[config.mk]
export PLATFORM = sky130hd
export DESIGN_NAME = ldpc_llr_stream_tx
export DESIGN_NICKNAME = d
export VERILOG_FILES = /design/src/rtl/ldpc_llr_stream_tx.sv
export SDC_FILE = /design/constraint.sdc
export NUM_CORES = 1
export LEC_CHECK = 0
export CAP_MARGIN = 15
export CELL_PAD_IN_SITES_DETAIL_PLACEMENT = 2
export CELL_PAD_IN_SITES_GLOBAL_PLACEMENT = 2
export CORE_ASPECT_RATIO = 0.7
export CORE_MARGIN = 2
export CORE_UTILIZATION = 26
export CTS_BUF_LIST = sky130_fd_sc_hd__clkbuf_16
export CTS_CLUSTER_DIAMETER = 120
export DETAILED_ROUTE_END_ITERATION = 8
export GPL_ROUTABILITY_DRIVEN = 0
export PLACE_DENSITY = 0.79
export SYNTH_ARGS = -nofsm -noshare
export SYNTH_HDL_FRONTEND = slang
export SYNTH_SLANG_ARGS = --single-unit
export TNS_END_PERCENT = 100
[constraint.sdc]
create_clock -name clk -period 10.6 [get_ports clk]
set_input_delay 2.12 -clock clk [delete_from_list [all_inputs] [get_ports clk]]
set_output_delay 2.12 -clock clk [all_outputs]
set_load 0.005 [all_outputs]
[src/rtl/ldpc_llr_stream_tx.sv]
// LDPC LLR ingress source: maps hard codeword bits to BPSK LLR beats and frames them.
// Optional LDPC_TX_PUNCTURE_EN zeroes beats 0 and 1 of every legal frame.
module ldpc_llr_stream_tx #(
  parameter int ZC      = 64,
  parameter int VWIDTH  = 8,
  parameter int LLR_MAG = 7
) (
  input  logic                 clk,
  input  logic                 rst,
  input  logic [1:0]           mode,
  input  logic                 C_VALID,
  output logic                 C_READY,
  input  logic                 C_LAST,
  input  logic [ZC-1:0]        C_DATA,
  input  logic                 W_READY,
  output logic                 W_VALID,
  output logic                 W_LAST,
  output logic [ZC*VWIDTH-1:0] W_DATA,
  output logic                 frame_done,
  output logic                 len_err,
  output logic                 mode_err
);

  localparam int DW = ZC * VWIDTH;
  localparam logic [VWIDTH-1:0] POS = VWIDTH'(LLR_MAG);
  localparam logic [VWIDTH-1:0] NEG = ~POS + 1'b1;

  typedef enum logic [1:0] {IDLE, SEND, PAD, REJECT} state_t;

  state_t          state, state_d;
  logic [4:0]      beat_cnt, cnt_d;
  logic [1:0]      frame_mode, fm_d, fm_cur;
  logic [4:0]      last_idx;
  logic [1:0]      fill, fill_d;
  logic [DW-1:0]   d0, d1, mapped, push_data;
  logic            l0, l1, push_last;
  logic            push, pop, acc, punc;
  logic            c_ready_q, c_ready_d;
  logic            len_err_q, len_set;
  logic            mode_err_q, merr_d;

`ifdef LDPC_TX_PUNCTURE_EN
  assign punc = (beat_cnt < 5'd2);
`else
  assign punc = 1'b0;
`endif

  assign acc      = C_VALID && c_ready_q;
  assign pop      = (fill != 2'd0) && W_READY;
  assign fm_cur   = (state == IDLE) ? mode : frame_mode;
  assign last_idx = (fm_cur == 2'd1) ? 5'd31 : 5'd23;

  always_comb begin
    mapped = '0;
    for (int k = 0; k < ZC; k++)
      mapped[k*VWIDTH +: VWIDTH] = punc ? '0 : (C_DATA[k] ? NEG : POS);
  end

  always_comb begin
    state_d   = state;
    cnt_d     = beat_cnt;
    fm_d      = frame_mode;
    push      = 1'b0;
    push_data = '0;
    push_last = 1'b0;
    len_set   = 1'b0;
    merr_d    = 1'b0;
    unique case (state)
      IDLE: if (acc) begin
        if (mode == 2'd1 || mode == 2'd2) begin
          fm_d      = mode;
          push      = 1'b1;
          push_data = mapped;
          cnt_d     = 5'd1;
          len_set   = C_LAST;
          state_d   = C_LAST ? PAD : SEND;
        end else begin
          merr_d  = 1'b1;
          state_d = C_LAST ? IDLE : REJECT;
        end
      end
      SEND: if (acc) begin
        push      = 1'b1;
        push_data = mapped;
        if (beat_cnt == last_idx) begin
          push_last = 1'b1;
          cnt_d     = 5'd0;
          len_set   = !C_LAST;
          state_d   = IDLE;
        end else begin
          cnt_d   = beat_cnt + 5'd1;
          len_set = C_LAST;
          if (C_LAST) state_d = PAD;
        end
      end
      // erasure fill after an early C_LAST
      PAD: if (fill != 2'd2) begin
        push = 1'b1;
        if (beat_cnt == last_idx) begin
          push_last = 1'b1;
          cnt_d     = 5'd0;
          state_d   = IDLE;
        end else begin
          cnt_d = beat_cnt + 5'd1;
        end
      end
      REJECT: if (acc && C_LAST) state_d = IDLE;
      default: state_d = IDLE;
    endcase
  end

  assign fill_d    = fill + {1'b0, push} - {1'b0, pop};
  assign c_ready_d = (state_d == REJECT) ||
                     ((state_d != PAD) && (fill_d != 2'd2));

  always_ff @(posedge clk or posedge rst) begin
    if (rst) begin
      state      <= IDLE;
      beat_cnt   <= 5'd0;
      frame_mode <= 2'd0;
      c_ready_q  <= 1'b0;
      len_err_q  <= 1'b0;
      mode_err_q <= 1'b0;
    end else begin
      state      <= state_d;
      beat_cnt   <= cnt_d;
      frame_mode <= fm_d;
      c_ready_q  <= c_ready_d;
      len_err_q  <= len_err_q | len_set;
      mode_err_q <= merr_d;
    end
  end

  // two-entry skid buffer, d0 is the head presented on W_
  always_ff @(posedge clk or posedge rst) begin
    if (rst) begin
      fill <= 2'd0;
      d0   <= '0;
      d1   <= '0;
      l0   <= 1'b0;
      l1   <= 1'b0;
    end else begin
      fill <= fill_d;
      if (push && !pop) begin
        if (fill == 2'd0) begin
          d0 <= push_data;
          l0 <= push_last;
        end else begin
          d1 <= push_data;
          l1 <= push_last;
        end
      end else if (pop) begin
        if (push && fill == 2'd1) begin
          d0 <= push_data;
          l0 <= push_last;
        end else begin
          d0 <= d1;
          l0 <= l1;
          if (push) begin
            d1 <= push_data;
            l1 <= push_last;
          end
        end
      end
    end
  end

  assign C_READY    = c_ready_q;
  assign W_VALID    = (fill != 2'd0);
  assign W_LAST     = W_VALID && l0;
  assign W_DATA     = d0;
  assign frame_done = pop && l0;
  assign len_err    = len_err_q;
  assign mode_err   = mode_err_q;

endmodule

After elaboration in Yosys (flattened, before gate mapping) --
Cells that the tools add are included.
Operators by class: add/subtract/negate cells 3, equal/unequal tests 19, muxes and demuxes 122, bitwise gates (word level) 1, reduce and logical (&&, ||, !) cells 22
Operators by type and width (number):
- two-way mux 512 bit | 12
- case mux 512 bit (2 select lines) | 1
- two-way mux 8 bit | 64
- two-way mux 5 bit | 5
- two-way mux 1 bit | 23
- two-way mux 2 bit | 11
- inequality test 2 bit (second input constant) | 8
- case mux 5 bit (3 select lines) | 1
- == test 2 x 1 -> 1 bit (second input constant) | 4
- == test 2 bit (second input constant) | 4
- logical AND 1 bit | 8
- case mux 2 bit (4 select lines) | 1
- nonzero test 2 bit | 3
- adder 5 x 1 -> 5 bit (second input constant) | 1
- == test 5 bit | 1
- AND reduction 5 bit | 1
- zero test 2 bit | 2
- two-way mux 4 bit | 1
- inequality test 2 x 1 -> 1 bit (second input constant) | 2
- case mux 1 bit (2 select lines) | 2
- AND reduction 4 bit | 1
- case mux 1 bit (3 select lines) | 1
- AND reduction 3 bit | 1
- nonzero test 3 bit | 1
- 6 further kinds | 8
Word-level totals: bits in registers 1040, input bits 71, output and inout bits 518, logic and storage cells 178

Logic depth before layout (Yosys ltp) --
Gate-level depths: netlist of the first run.
depth after elaboration 12, gate-level depth with buffers 15

Worst setup path before layout of the first run --
OpenSTA, ideal clock, no wires.
path kind input to register, from input port mode[0], to register d0[103], in the netlist W_DATA[103], arrival time 4.752 ns, required time 10.523 ns, slack 5.771 ns, cell stages on the path 13, buffers on the path 4, cells stage by stage xor2_2 a21oi_1 nand2b_1 buf_2 buf_1 a21oi_1 ha_1 a2111oi_0 a211o_1 buf_2 clkbuf_1 a22oi_1 a21oi_1
Between the ends: cells in the longest elaborated chain, start to end 9
Ends and longest elaborated chain:
- start, declared | line 10 | input logic [1:0] mode,
- == test 2 x 1 -> 1 bit / == test 2 bit (equally long branches) | line 70 | if (mode == 2'd1 || mode == 2'd2) begin
- logical OR 1 bit (*) | line 70
- two-way mux 1 bit | line 70
- two-way mux 1 bit | line 69 | IDLE: if (acc) begin
- case mux 1 bit (3 select lines) | line 68 | unique case (state)
- logical AND 1 bit | line 153 | if (push && fill == 2'd1) begin
- two-way mux 512 bit | line 153
- two-way mux 512 bit | line 152 | end else if (pop) begin
- two-way mux 512 bit | line 144 | if (push && !pop) begin
- end signal, assigned | line 146 | d0 <= push_data;
- end signal, assigned | line 154 | d0 <= push_data;
- end, declared | line 35 | logic [DW-1:0] d0, d1, mapped, push_data;
Every way passes the cells marked *; elsewhere a longest branch is shown, timed or not. The select of a mux whose other input is x is not followed. A chain may end at the register's enable or synchronous reset.

Worst setup path in the final report of the first run --
from input port mode[1], to register d0[127], in the netlist W_DATA[127]
The elaborated chain is that of the path after synthesis.

==> results of run 1 <==
worst min-delay path, delay by kind of cell (launching register included):
kind / cells / cell delay (ps)
flops: 1 / 350
compound gates: 2 / 90
final timing paths:
check / start / to / slack, ps / cells past startpoint
min in group asynchronous: rst / d1[498] / 1990 / 2
max: mode[1] / W_DATA[127] / 4620 / 11
max reg2reg: state[1] / W_DATA[127] / 5950 / 11
min: len_err / len_err / 480 / 2
max in group asynchronous: rst / W_DATA[34] / 6530 / 4
min reg2reg: len_err / len_err / 480 / 2
flip-flops by register name, indices dropped and copies added (netlist names):
name        flops
frame_mode      2
mode_err        1
C_READY         1
fill            2
l0              1
d1            129
len_err         1
state           2
W_DATA        129
beat_cnt        5
l1              1
cells by family (layout without fill, tap and decap cells):
logic type,count (synthesis),count (layout),share of synthesized area [%]
AND/OR/NAND/NOR,437,437,12.1
adder cells (fa/ha/maj),9,9,0.725
flip-flops,274,274,44.1
AO/OA/AOI/OAI,241,241,9.78
XOR/XNOR,5,5,0.330
buffers and inverters,545,731,23.0
multiplexers,133,133,9.99
layout make-up:
class | instances | area, sq um
Inverter | 74 | 285
Sequential cell | 274 | 6860
Multi-Input combinational cell | 825 | 5160
Timing Repair Buffer | 601 | 5980
Tap cell | 798 | 998
Clock buffer | 31 | 776
Fill cell | 6399 | 38400
Clock inverter | 25 | 211
power breakdown:
part	total, mW	switching (mW)	internal [mW]
clock network	1.09	0.463	0.622
logic	3.91	1.62	2.29
registers	2.03	0.524	1.50
total	7.02	2.61	4.41
Yosys cell counts, types with 2 or more instances:
master,number,area [sq um]
sky130_fd_sc_hd__mux2_4,36,541
sky130_fd_sc_hd__a21o_1,3,22.5
sky130_fd_sc_hd__a31oi_1,68,425
sky130_fd_sc_hd__nor2_1,205,769
sky130_fd_sc_hd__o21ai_0,12,60.1
sky130_fd_sc_hd__or3_1,3,18.8
sky130_fd_sc_hd__ha_1,9,113
sky130_fd_sc_hd__inv_1,74,278
sky130_fd_sc_hd__dfrtp_1,274,6860
sky130_fd_sc_hd__buf_6,4,45.0
sky130_fd_sc_hd__a211oi_1,3,22.5
sky130_fd_sc_hd__a22oi_1,65,488
sky130_fd_sc_hd__a21oi_1,76,380
sky130_fd_sc_hd__mux2i_1,65,651
sky130_fd_sc_hd__nand2_1,138,518
sky130_fd_sc_hd__nand2b_1,68,425
sky130_fd_sc_hd__nor2b_1,4,25.0
sky130_fd_sc_hd__o211ai_1,2,15.0
sky130_fd_sc_hd__nand3_1,7,35.0
sky130_fd_sc_hd__a211o_1,4,35.0
sky130_fd_sc_hd__clkbuf_1,37,139
sky130_fd_sc_hd__xnor2_1,4,35.0
sky130_fd_sc_hd__mux2_2,32,360
sky130_fd_sc_hd__buf_4,384,2880
sky130_fd_sc_hd__and3_1,2,12.5
sky130_fd_sc_hd__buf_1,3,11.3
sky130_fd_sc_hd__buf_2,43,215
sky130_fd_sc_hd__and2_1,2,12.5
per-stage QoR:
step,util (%),hold slack [ps]
2_1_floorplan,-,448
3_3_place_gp,32.9,464
3_5_place_dp,32.9,477
4_1_cts,34.5,485
5_1_grt,34.5,507
6_report,34.5,482
layout by cell type (no fill, tap or decap), drive strengths merged, types with 2 or more instances in the layout:
master / Yosys / final
a21oi: 76 / 76
and3: 2 / 2
mux2: 68 / 68
o21ai: 12 / 12
or3: 3 / 3
a211o: 4 / 4
nor2: 205 / 205
mux2i: 65 / 65
bufinv: 0 / 4
a31oi: 68 / 68
ha: 9 / 9
clkdlybuf4s50: 0 / 588
a22oi: 65 / 65
clkinvlp: 0 / 2
xnor2: 4 / 4
o211ai: 2 / 2
and2: 2 / 2
nor2b: 4 / 4
clkinv: 0 / 13
buf: 434 / 13
clkbuf: 37 / 31
a21o: 3 / 3
inv: 74 / 80
nand3: 7 / 7
nand2: 138 / 138
a211oi: 3 / 3
nand2b: 68 / 68
dfrtp: 274 / 274
routing by layer:
metal  routed length (microns)  track usage (%)  share of wire, %
met2                     26400             29.9                52
met5                        26                0             0.052
met4                       831             2.68               1.6
met1                     20600             18.8                41
met3                      2580             2.81               5.1
==> results.json, run 1 <==
{
  "result_of_the_run": "finished, final reports clean",
  "insertion_delay_ps": 580,
  "final_design_area_no_fill_sq_um": 20300,
  "timing.hold.worst.class": "reg2reg",
  "fp-row-count": 74,
  "drive_gt1_share_pct": 7.32,
  "pre_cts_ws_ps": 4060,
  "highest_achievable_clock_rate_mhz": 167,
  "critical_path_peak_fanout": 71,
  "layoutNonFillerInstCount": 2628,
  "path_common_cell": "sky130_fd_sc_hd__a21oi_1",
  "synth_edf_count": 0,
  "cts.sinks": 274,
  "p_leak_nw": 8.55,
  "fin_crit_sh_pct": 56.4,
  "ant_nets": 0,
  "period_minus_slack_ps": 5980,
  "worstPathArrival_ps": 6460,
  "postPlaceCellArea_sq_um": 19300,
  "synth-seq-area-share_pct": 44.1,
  "worst-setup-path-type": "in2reg",
  "synthesis.instances": 1644,
  "slew_headroom_pct": 29.1,
  "drcViolationCount": 0,
  "setup-tns-final_ps": 0,
  "dp.final_hpwl_microns": 34300,
  "timing.clock.skew_ps": 19.8,
  "vias": 11718,
  "grt_setup_unrepaired": "no",
  "max_slew.worst_pin.slew_ps": 1060,
  "first_drt_pass_iteration_count": 4,
  "cts_setup_buffers": 0,
  "finalSetupViolCount": 0,
  "grt_usage_pct": 15.9,
  "start_util_pct": 26.5,
  "postLayoutSetupSlackWorst_ps": 4620,
  "post_cts_hold_buffer_count": 0,
  "startpoint_type": "primary input",
  "via_count_of_the_first_global_routing_pass": 13245,
  "gr-total-overflow": 0,
  "hold_viol": 0,
  "die_area_sq_um": 61800,
  "route.detailed.wl_per_inst_microns": 19.2,
  "core-area_sq_um": 58700,
  "finalMaxSlewViolations": 0,
  "count_of_cells_resized_by_post_cts_repair": 0,
  "critical_path.n_buffers_inverters": 2,
  "port-buffer-count": 588,
  "placed_cells": 2572,
  "power_density_nw_per_um2": 346,
  "clock-root-buffer": "sky130_fd_sc_hd__clkbuf_16",
  "maxCapViolCount": 0,
  "io-pin-count": 589,
  "synth_area_sq_um": 15500,
  "clk_pin_slew_ps": 60,
  "routed_via_density": 4.46,
  "synth_async_sr_flop_share_pct": 100,
  "cts_inserted_buffers": 31,
  "synth_seq_cells": 274,
  "inserted_diodes": 0,
  "total_wirelength_of_the_detailed_routed_design_microns": 50500,
  "path_delay_family": "compound AO/OA/AOI/OAI gates",
  "die_w_microns": 296,
  "grt_antenna_before_repair": 2,
  "synth_top_flop_cell": "sky130_fd_sc_hd__dfrtp_1",
  "grt_pass1_wl_microns": 78600,
  "clockBufferDepth": 3,
  "tritoncts_clock_tree": "yes",
  "maximum_number_of_pins_on_one_net_before_global_route_repair": 99,
  "drt_first_iter_violations": 407,
  "timing.critical_path.required_ps": 11090,
  "chip_height_microns": 209,
  "critPathSlowestCell": "sky130_fd_sc_hd__buf_4",
  "area_growth_syn_to_layout_pct": 30.5,
  "synth-warning-count": 0,
  "vdd_drop_max_mv": 0.163,
  "mappedNetlistNets": 1724,
  "total_power_mw": 7.02,
  "worstPathCellList": "clkdlybuf4s50_1 > xor2_2 > a21oi_1 > nand2b_4 > a21oi_1 > ha_1 > a2111oi_0 > a211o_4 > buf_4 > a22oi_1 > a21oi_1",
  "synth.avg_cell_area_sq_um": 9.45,
  "synth_cell_types": 45,
  "num-nets-final": 1887,
  "timing.critical_path.slowest_cell_delay_ps": 750,
  "cts_max_level": 1,
  "crit_end_element": "flop"
}
Note: power is estimated with default switching activity, not from simulation.
==> inputs of run 2 (changes only) <==
==> constraint.sdc (replaced) <==
create_clock -name clk -period 6.2 [get_ports clk]
set_input_delay 1.24 -clock clk [delete_from_list [all_inputs] [get_ports clk]]
set_output_delay 1.24 -clock clk [all_outputs]
set_load 0.005 [all_outputs]
==> results.json, run 2 (synthesized netlist as in run 1, its figures left out) <==
{
  "clockBufferDepth": 3,
  "ant_nets": 0,
  "timing.clock.skew_ps": 20.0,
  "worstHoldEndpoint": "beat_cnt[4]",
  "gr-total-overflow": 0,
  "met1_usage_pct": 18.9,
  "cts_inserted_buffers": 35,
  "start_util_pct": 26.5,
  "num-nets-final": 1897,
  "routed_via_density": 4.44,
  "worst-r2r-setup-slack_ps": 2090,
  "finalSetupViolCount": 0,
  "rr_worst_depth": 11,
  "drcViolationCount": 0,
  "dp.final_hpwl_microns": 34500,
  "slew_headroom_pct": 33.0,
  "vdd_drop_max_mv": 0.342,
  "multi_input_gate_area_in_the_final_layout_sq_um": 5160,
  "p_leak_nw": 8.67,
  "finalMaxSlewViolations": 0,
  "highest_achievable_clock_rate_mhz": 214,
  "count_of_cells_resized_by_post_cts_repair": 0,
  "most_used_cells_in_the_layout_excluding_fill_and_tap_cells": "sky130_fd_sc_hd__clkdlybuf4s50_1, sky130_fd_sc_hd__dfrtp_1, sky130_fd_sc_hd__nor2_1",
  "grt_usage_pct": 15.8,
  "via_count_of_the_first_global_routing_pass": 12964,
  "final-seq-area_sq_um": 6860,
  "maxCapViolCount": 0,
  "min-delay-start": "beat_cnt[4]",
  "power_density_nw_per_um2": 593,
  "vias": 11725,
  "grt_setup_unrepaired": "no",
  "crit_end_element": "flop",
  "result_of_the_run": "finished, final reports clean",
  "drive_gt1_share_pct": 7.92,
  "area_growth_syn_to_layout_pct": 32.1,
  "clock-root-buffer": "sky130_fd_sc_hd__clkbuf_16",
  "drt_first_iter_violations": 450,
  "gr-usage-met3_pct": 2.92,
  "max_slew.worst_pin.slew_ps": 1000,
  "r2r-start": "state[1]",
  "core-area_sq_um": 58700,
  "io-pin-count": 589,
  "port-buffer-count": 588,
  "post_cts_hold_buffer_count": 0,
  "fillers": 6390,
  "timing.hold.worst.class": "reg2reg",
  "grt_antenna_before_repair": 0,
  "most_frequent_standard_cell_in_the_layout_excluding_fill_and_tap_cells": "sky130_fd_sc_hd__clkdlybuf4s50_1",
  "chip_height_microns": 209,
  "critical_path_peak_fanout": 43,
  "grt-busiest-layer": "met2",
  "period_minus_slack_ps": 4670,
  "setup-tns-final_ps": 0,
  "die_area_sq_um": 61800,
  "fp-row-count": 74,
  "cts.sinks": 274,
  "grt_util_met2_pct": 29.1,
  "timing.critical_path.required_ps": 6630,
  "r2r_end": "W_DATA[295]",
  "die_w_microns": 296,
  "fin_crit_sh_pct": 75.3,
  "worst-setup-path-type": "in2reg",
  "route.detailed.wl_per_inst_microns": 19.0,
  "clk_pin_slew_ps": 60,
  "cts_max_level": 2,
  "tritoncts_clock_tree": "yes",
  "grt_pass1_wl_microns": 77400,
  "first_drt_pass_iteration_count": 6,
  "timing.hold.worst_path_depth": 1,
  "cts_setup_buffers": 0,
  "final_core_util_pct": 35.0,
  "total_wirelength_of_the_detailed_routed_design_microns": 50300,
  "maximum_number_of_pins_on_one_net_before_global_route_repair": 165,
  "worstPathArrival_ps": 5100,
  "hold_viol": 0,
  "insertion_delay_ps": 530,
  "startpoint_type": "primary input"
}
-- run 2: area by class of cell --
cell class / count / share of cell area [%]
sequential: 274 / 33.4
timing repair buffer: 607 / 29.9
multi-input combinational: 825 / 25.1
tap: 798 / 4.87
clock buffer: 36 / 4.39
inverter: 74 / 1.37
clock inverter: 27 / 0.939
antenna: 1 / 0.0122
-- run 2: per-layer routing --
layer | routed length [microns] | part of all wire [%]
met1 | 20500 | 41
met2 | 26200 | 52
met3 | 2820 | 5.6
met4 | 731 | 1.5
met5 | 0 | 0
-- run 2: worst max-delay path by stage --
stage	start	to	slack, ps	depth (start not counted)
final	mode[1]	W_DATA[295]	1530	11
after global routing	mode[1]	W_DATA[295]	1380	11
after CTS	mode[1]	W_DATA[295]	1590	11
after detailed placement	mode[1]	W_DATA[295]	1030	11
after global placement	mode[1]	d1[138]	1310	8
after floorplan	rst	C_READY	1340	1
-- run 2: power breakdown --
group / switching [mW] / internal [mW]
clock network: 0.824 / 1.14
logic: 2.77 / 3.98
registers: 0.885 / 2.57
-- run 2: through the flow --
stage | hold slack (ps) | setup WS [ps] | std cells | cell area, sq um | total power, mW
2_1_floorplan | 448 | 1340 | 1644 | 15500 | 7.53
3_3_place_gp | 468 | 1310 | 2578 | 19400 | 10.0
3_5_place_dp | 494 | 1030 | 2578 | 19400 | 10.4
4_1_cts | 503 | 1590 | 2641 | 20500 | 12.4
5_1_grt | 525 | 1380 | 2641 | 20500 | 13.0
6_report | 498 | 1530 | 2642 | 20500 | 12.2
-- run 2: critical path, stage by stage --
cell	delay, ps
sky130_fd_sc_hd__clkdlybuf4s50_1	610
sky130_fd_sc_hd__xor2_2	180
sky130_fd_sc_hd__a21oi_1	430
sky130_fd_sc_hd__nand2b_4	220
sky130_fd_sc_hd__a21oi_1	80
sky130_fd_sc_hd__ha_1	280
sky130_fd_sc_hd__a2111oi_0	740
sky130_fd_sc_hd__a211o_4	340
sky130_fd_sc_hd__buf_4	500
sky130_fd_sc_hd__a22oi_1	180
sky130_fd_sc_hd__a21oi_1	220
